===== src/rtl/fifo_credit_return_if.sv =====
// Link/arbiter-side signals of the credit-returning input buffer.
// master drives the flits and the grants; slave is the buffer itself.
interface fifo_credit_return_if #(
  parameter int unsigned DATA_WIDTH = 32,
  parameter int unsigned DEPTH      = 4
);
  localparam int unsigned CW = $clog2(DEPTH) + 1;

  logic                  valid_in;
  logic [DATA_WIDTH-1:0] rx;
  logic                  read_en_N;
  logic                  read_en_E;
  logic                  read_en_W;
  logic                  read_en_S;
  logic                  read_en_L;
  logic [DATA_WIDTH-1:0] data_out;
  logic                  empty;
  logic                  full;
  logic [CW-1:0]         count;
  logic                  credit_out;
  logic                  overflow_err;
  logic                  underflow_err;

  modport master (
    output valid_in, rx, read_en_N, read_en_E, read_en_W, read_en_S, read_en_L,
    input  data_out, empty, full, count, credit_out, overflow_err, underflow_err
  );

  modport slave (
    input  valid_in, rx, read_en_N, read_en_E, read_en_W, read_en_S, read_en_L,
    output data_out, empty, full, count, credit_out, overflow_err, underflow_err
  );
endinterface


===== src/rtl/fifo_credit_return.sv =====
// Router input-port flit buffer: stores upstream flits, pops on any output grant,
// and returns one registered credit pulse per popped flit.
module fifo_credit_return #(
  parameter int unsigned DATA_WIDTH = 32,
  parameter int unsigned DEPTH      = 4
) (
  input  logic                 clk,
  input  logic                 reset,
  fifo_credit_return_if.slave  bus
);
  localparam int unsigned PW = $clog2(DEPTH);
  localparam int unsigned CW = PW + 1;

  logic [DATA_WIDTH-1:0] mem [DEPTH];
  logic [PW-1:0]         rd_ptr;
  logic [PW-1:0]         wr_ptr;
  logic [CW-1:0]         count_q;
  logic                  credit_q;
  logic                  overflow_q;
  logic                  underflow_q;

  logic empty_c;
  logic full_c;
  logic rd_req;
  logic rd_ok;
  logic wr_ok;

  // Occupancy decode and pop/push qualification
  assign empty_c = (count_q == '0);
  assign full_c  = (count_q == CW'(DEPTH));
  assign rd_req  = bus.read_en_N | bus.read_en_E | bus.read_en_W |
                   bus.read_en_S | bus.read_en_L;
  assign rd_ok   = rd_req & ~empty_c;
  // A pop in the same cycle frees the slot, so a write at full is still accepted
  assign wr_ok   = bus.valid_in & (~full_c | rd_ok);

  // Flit storage carries no reset; contents are don't-care until written
  always_ff @(posedge clk) begin
    if (wr_ok) begin
      mem[wr_ptr] <= bus.rx;
    end
  end

  // Pointers, occupancy, credit return and sticky error flags
  always_ff @(posedge clk or negedge reset) begin
    if (!reset) begin
      rd_ptr      <= '0;
      wr_ptr      <= '0;
      count_q     <= '0;
      credit_q    <= 1'b0;
      overflow_q  <= 1'b0;
      underflow_q <= 1'b0;
    end else begin
      if (wr_ok) begin
        wr_ptr <= wr_ptr + PW'(1);
      end
      if (rd_ok) begin
        rd_ptr <= rd_ptr + PW'(1);
      end
      case ({wr_ok, rd_ok})
        2'b10:   count_q <= count_q + CW'(1);
        2'b01:   count_q <= count_q - CW'(1);
        default: count_q <= count_q;
      endcase
      credit_q <= rd_ok;
      if (bus.valid_in && full_c && !rd_ok) begin
        overflow_q <= 1'b1;
      end
      if (rd_req && empty_c) begin
        underflow_q <= 1'b1;
      end
    end
  end

  assign bus.data_out      = mem[rd_ptr];
  assign bus.empty         = empty_c;
  assign bus.full          = full_c;
  assign bus.count         = count_q;
  assign bus.credit_out    = credit_q;
  assign bus.overflow_err  = overflow_q;
  assign bus.underflow_err = underflow_q;
endmodule


===== src/flat_wrapper.sv =====
// flat-port wrapper written by rule: the top's interface ports become plain ports
module fifo_credit_return_flat 
#(
  parameter int unsigned DATA_WIDTH = 32,
  parameter int unsigned DEPTH      = 4
)
  (clk, reset, bus_valid_in, bus_rx, bus_read_en_N, bus_read_en_E, bus_read_en_W, bus_read_en_S, bus_read_en_L, bus_data_out, bus_empty, bus_full, bus_count, bus_credit_out, bus_overflow_err, bus_underflow_err);
  fifo_credit_return_if #(.DATA_WIDTH(DATA_WIDTH), .DEPTH(DEPTH)) bus_i ();
  input  logic clk;
  input  logic reset;
  input wire logic [$bits(bus_i.valid_in)-1:0] bus_valid_in;
  input wire logic [$bits(bus_i.rx)-1:0] bus_rx;
  input wire logic [$bits(bus_i.read_en_N)-1:0] bus_read_en_N;
  input wire logic [$bits(bus_i.read_en_E)-1:0] bus_read_en_E;
  input wire logic [$bits(bus_i.read_en_W)-1:0] bus_read_en_W;
  input wire logic [$bits(bus_i.read_en_S)-1:0] bus_read_en_S;
  input wire logic [$bits(bus_i.read_en_L)-1:0] bus_read_en_L;
  output wire logic [$bits(bus_i.data_out)-1:0] bus_data_out;
  output wire logic [$bits(bus_i.empty)-1:0] bus_empty;
  output wire logic [$bits(bus_i.full)-1:0] bus_full;
  output wire logic [$bits(bus_i.count)-1:0] bus_count;
  output wire logic [$bits(bus_i.credit_out)-1:0] bus_credit_out;
  output wire logic [$bits(bus_i.overflow_err)-1:0] bus_overflow_err;
  output wire logic [$bits(bus_i.underflow_err)-1:0] bus_underflow_err;
  assign bus_i.valid_in = bus_valid_in;
  assign bus_i.rx = bus_rx;
  assign bus_i.read_en_N = bus_read_en_N;
  assign bus_i.read_en_E = bus_read_en_E;
  assign bus_i.read_en_W = bus_read_en_W;
  assign bus_i.read_en_S = bus_read_en_S;
  assign bus_i.read_en_L = bus_read_en_L;
  assign bus_data_out = bus_i.data_out;
  assign bus_empty = bus_i.empty;
  assign bus_full = bus_i.full;
  assign bus_count = bus_i.count;
  assign bus_credit_out = bus_i.credit_out;
  assign bus_overflow_err = bus_i.overflow_err;
  assign bus_underflow_err = bus_i.underflow_err;
  fifo_credit_return #(.DATA_WIDTH(DATA_WIDTH), .DEPTH(DEPTH)) u_core (.clk(clk), .reset(reset), .bus(bus_i));
endmodule

===== config.mk =====
export PLATFORM = sky130hd
export DESIGN_NAME = fifo_credit_return_flat
export DESIGN_NICKNAME = d
export VERILOG_FILES = /design/src/rtl/fifo_credit_return_if.sv /design/src/rtl/fifo_credit_return.sv /design/src/flat_wrapper.sv
export SDC_FILE = /design/constraint.sdc
export NUM_CORES = 1
export LEC_CHECK = 0
export BUFFER_PORTS_ARGS = -buffer_cell sky130_fd_sc_hd__buf_2
export CORE_MARGIN = 3
export CORE_UTILIZATION = 25
export CTS_BUF_LIST = sky130_fd_sc_hd__clkbuf_8 sky130_fd_sc_hd__clkbuf_16
export DETAILED_ROUTE_END_ITERATION = 7
export PLACE_DENSITY_LB_ADDON = 0.2
export SYNTH_ARGS = -nofsm -noshare
export SYNTH_HDL_FRONTEND = slang
export SYNTH_SLANG_ARGS = --single-unit

===== constraint.sdc =====
create_clock -name clk -period 6.1 [get_ports clk]
set_clock_uncertainty 0.05 [all_clocks]
set_input_delay 0.61 -clock clk [delete_from_list [all_inputs] [get_ports clk]]
set_output_delay 0.61 -clock clk [all_outputs]
set_load 0.05 [all_outputs]

==> load_flow_metrics.sql <==
INSERT INTO impl_metrics (metric_group, metric, value, unit) VALUES
('status', 'status', 'complete, no violations', ''),
('grt', 'grt_max_degree', '35', ''),
('layout', 'final_core_util', '0.324', ''),
('sta', 'final.hold.worst_slack', '10.6', 'ps'),
('yosys', 'ys_ff_latch', '138', ''),
('grt', 'number_of_global_route_vias_before_repair', '2594', ''),
('detailed_routing', 'dr.first_iter.drc_count', '122', ''),
('setup_path', 'critPathLaunchType', 'register', ''),
('sta', 'fmaxAchievable', '351', 'MHz'),
('layout', 'drive_gt1_frac', '0.451', ''),
('placement', 'post-place-cells', '552', ''),
('power_and_ir_drop', 'power.clock.fraction', '0.266', ''),
('layout', 'num-fill-cells', '1905', ''),
('die', 'vert_die_dim', '150', 'µm'),
('worst_hold_path', 'hold_class', 'primary input to asynchronous set/reset pin', ''),
('die', 'die_w', '150', 'µm'),
('flow_run', 'timing.max_cap.violations', '0', ''),
('sta', 'layout_worst_path_cycle_share', '0.467', ''),
('detailed_routing', 'wl_per_cell', '17.2', 'µm'),
('die', 'number_of_top_level_pins', '80', ''),
('clock_tree', 'cell_at_the_root_of_the_clock_tree', 'sky130_fd_sc_hd__clkbuf_16', ''),
('placement', 'hpwlAfterDp', '6020', 'µm'),
('detailed_routing', 'detail_route.drc_violations', '0', ''),
('clock_tree', 'cts-buffers-inserted', '17', ''),
('setup_path', 'reg2regPathDepth', '9', ''),
('sta', 'setup_viol_count_final', '0', ''),
('clock_tree', 'clk_latency', '410', 'ps'),
('setup_path', 'worstPathCellList', 'buf_4 > mux4_2 > buf_2', ''),
('sta', 'max_slew_violations', '0', ''),
('power_and_ir_drop', 'power_per_unit_of_standard_cell_area', '571', 'nW/µm²'),
('detailed_routing', 'met3WireLength', '650', 'µm'),
('setup_path', 'cp_max_fo', '34', ''),
('detailed_routing', 'dr.max_layer_used', 'met5', ''),
('sta', 'grt_setup_unrepaired', 'no', ''),
('die', 'dieArea', '22400', 'µm²'),
('detailed_routing', 'vias_per_cell', '4.00', ''),
('clock_tree', 'cts.sinks', '138', ''),
('setup_path', 'crit_arrival', '2190', 'ps'),
('setup_path', 'worstPathBufferInverterCount', '2', ''),
('clock_tree', 'ctsHoldBuffers', '0', ''),
('clock_tree', 'htreeDepth', '4', ''),
('sta', 'post-route-min-period', '2850', 'ps'),
('yosys', 'syn_area_per_cell', '24.0', 'µm²'),
('setup_path', 'crit_path_end_kind', 'output pin', ''),
('layout', 'finish.cell_count_without_fillers', '584', ''),
('grt', 'overflow', '0', ''),
('grt', 'all_layer_global_routing_usage', '0.0959', ''),
('power_and_ir_drop', 'total_switching_power', '0.00139', 'W'),
('detailed_routing', 'finalWirelength', '10100', 'µm'),
('power_and_ir_drop', 'power.sequential.fraction', '0.369', ''),
('detailed_routing', 'vias', '2337', ''),
('clock_tree', 'postCtsResizedCells', '0', ''),
('setup_path', 'crit_slowest_cell', 'sky130_fd_sc_hd__mux4_2', ''),
('yosys', 'synth-warning-count', '0', ''),
('setup_path', 'timing.setup.critical_path_class', 'register to output pin', ''),
('yosys', 'post_synth_main_area_contributors', 'sky130_fd_sc_hd__edfxtp_1 (75%), sky130_fd_sc_hd__mux4_2 (14%), sky130_fd_sc_hd__dfrtp_1 (4.9%)', ''),
('sta', 'slew_headroom', '0.349', ''),
('setup_path', 'cp_num_cells', '3', ''),
('detailed_routing', 'antenna_violating_nets_left', '0', ''),
('placement', 'count_of_input_and_output_buffers', '79', ''),
('setup_path', 'cp.required', '5440', 'ps'),
('yosys', 'syn-instance-count', '215', ''),
('layout', 'antenna-diode-count', '0', ''),
('grt', 'grt_antenna_before_repair', '1', ''),
('power_and_ir_drop', 'irDropWorstVdd', '233', 'µV'),
('setup_path', 'worst_path_largest_cell_delay', '620', 'ps'),
('power_and_ir_drop', 'power.leakage', '2.26', 'nW'),
('yosys', 'synth_area', '5150', 'µm²'),
('yosys', 'synth_cell_types', '22', ''),
('yosys', 'synth-seq-area-share', '0.794', ''),
('sta', 'fin_tns_setup', '0', 'ps');
## state kept, by name, summed over array words and instances (netlist names)
name                      cells
u_core.bus.credit_out         1
u_core.bus.overflow_err       1
u_core.bus.underflow_err      1
u_core.wr_ptr                 2
u_core.mem                  128
u_core.bus.count              3
u_core.rd_ptr                 2
## stage by stage
stage                     area (µm²)  power [W]  setup slack (ps)
after floorplan                 5150    0.00240              3490
after global placement          5860    0.00275              3330
after detailed placement        5860    0.00275              3290
after CTS                       6420    0.00374              3150
after global routing            6420    0.00385              3080
final                           6420    0.00366              3250
## path summary, 6_finish.rpt
check / from / endpoint / slack, ps
worst max-delay path: u_core.rd_ptr[0]$_DFFE_PN0P_ / bus_data_out[16] / 3250
worst min-delay path: reset / u_core.wr_ptr[1]$_DFFE_PN0P_ / 10
worst max register to register: u_core.bus.count[0]$_DFFE_PN0P_ / u_core.bus.count[2]$_DFFE_PN0P_ / 3660
worst min register to register: u_core.bus.overflow_err$_DFFE_PN0P_ / u_core.bus.overflow_err$_DFFE_PN0P_ / 420
max in group asynchronous: reset / u_core.rd_ptr[1]$_DFFE_PN0P_ / 5770
min in group clk: bus_rx[2] / u_core.mem[0][2]$_DFFE_PP_ / 360
## layout by cell type (no fill, tap or decap), types with 3 or more instances in the layout
master,Yosys,routed
sky130_fd_sc_hd__edfxtp_1,128,128
sky130_fd_sc_hd__buf_2,4,79
sky130_fd_sc_hd__mux4_2,32,32
sky130_fd_sc_hd__clkbuf_16,0,17
sky130_fd_sc_hd__inv_1,9,11
sky130_fd_sc_hd__clkinv_1,0,8
sky130_fd_sc_hd__dfrtp_1,10,8
sky130_fd_sc_hd__ha_1,5,5
sky130_fd_sc_hd__and2_2,4,4
sky130_fd_sc_hd__xnor2_1,4,4
sky130_fd_sc_hd__bufinv_16,0,3
## cell usage after synthesis
master                       n
sky130_fd_sc_hd__xor2_1      2
sky130_fd_sc_hd__o211ai_1    1
sky130_fd_sc_hd__buf_2       4
sky130_fd_sc_hd__ha_1        5
sky130_fd_sc_hd__mux2_4      1
sky130_fd_sc_hd__o21ai_0     1
sky130_fd_sc_hd__mux4_2     32
sky130_fd_sc_hd__nor2_1      2
sky130_fd_sc_hd__a31o_2      1
sky130_fd_sc_hd__clkbuf_1    4
sky130_fd_sc_hd__or3_1       1
sky130_fd_sc_hd__or4_4       1
sky130_fd_sc_hd__xnor2_1     4
sky130_fd_sc_hd__dfrtp_1    10
sky130_fd_sc_hd__and2_2      4
sky130_fd_sc_hd__o21bai_1    1
sky130_fd_sc_hd__o31a_4      1
sky130_fd_sc_hd__or3b_1      1
sky130_fd_sc_hd__fa_1        1
sky130_fd_sc_hd__inv_1       9
sky130_fd_sc_hd__mux2i_1     1
sky130_fd_sc_hd__edfxtp_1  128
## cell type report
cell class	count	area, µm²	area share
Sequential cell	138	4100	0.638
Multi-Input combinational cell	60	991	0.154
Clock buffer	17	425	0.0663
Timing Repair Buffer	80	403	0.0627
Tap cell	265	332	0.0516
Clock inverter	15	140	0.0218
Inverter	9	33.8	0.00526
## layer usage
metal  up-vias  GRT usage
met2        70      0.158
met3         8     0.0406
met4         2     0.0316
li1       1069          -
met1      1188      0.114
met5         -          0
## power groups by stage
stage / Combinational [W] / Sequential, W / Clock [W]
3_5_place_dp: 0.00138 / 0.00138 / 0
4_1_cts: 0.00138 / 0.00136 / 0.000999
3_3_place_gp: 0.00138 / 0.00137 / 0
6_report: 0.00133 / 0.00135 / 0.000976
2_1_floorplan: 0.00104 / 0.00135 / 0
5_1_grt: 0.00142 / 0.00138 / 0.00105
## cells by family (layout without fill, tap and decap cells)
logic type | after synthesis | after routing | synth area share
compound gates | 5 | 5 | 0.00898
xor+xnor | 6 | 6 | 0.0102
fa+ha+maj | 6 | 6 | 0.0160
buf+inv | 17 | 121 | 0.0134
flops | 138 | 138 | 0.794
mux | 34 | 34 | 0.145
simple gates | 9 | 9 | 0.0124
No activity file was read; power rests on OpenSTA's default activity.
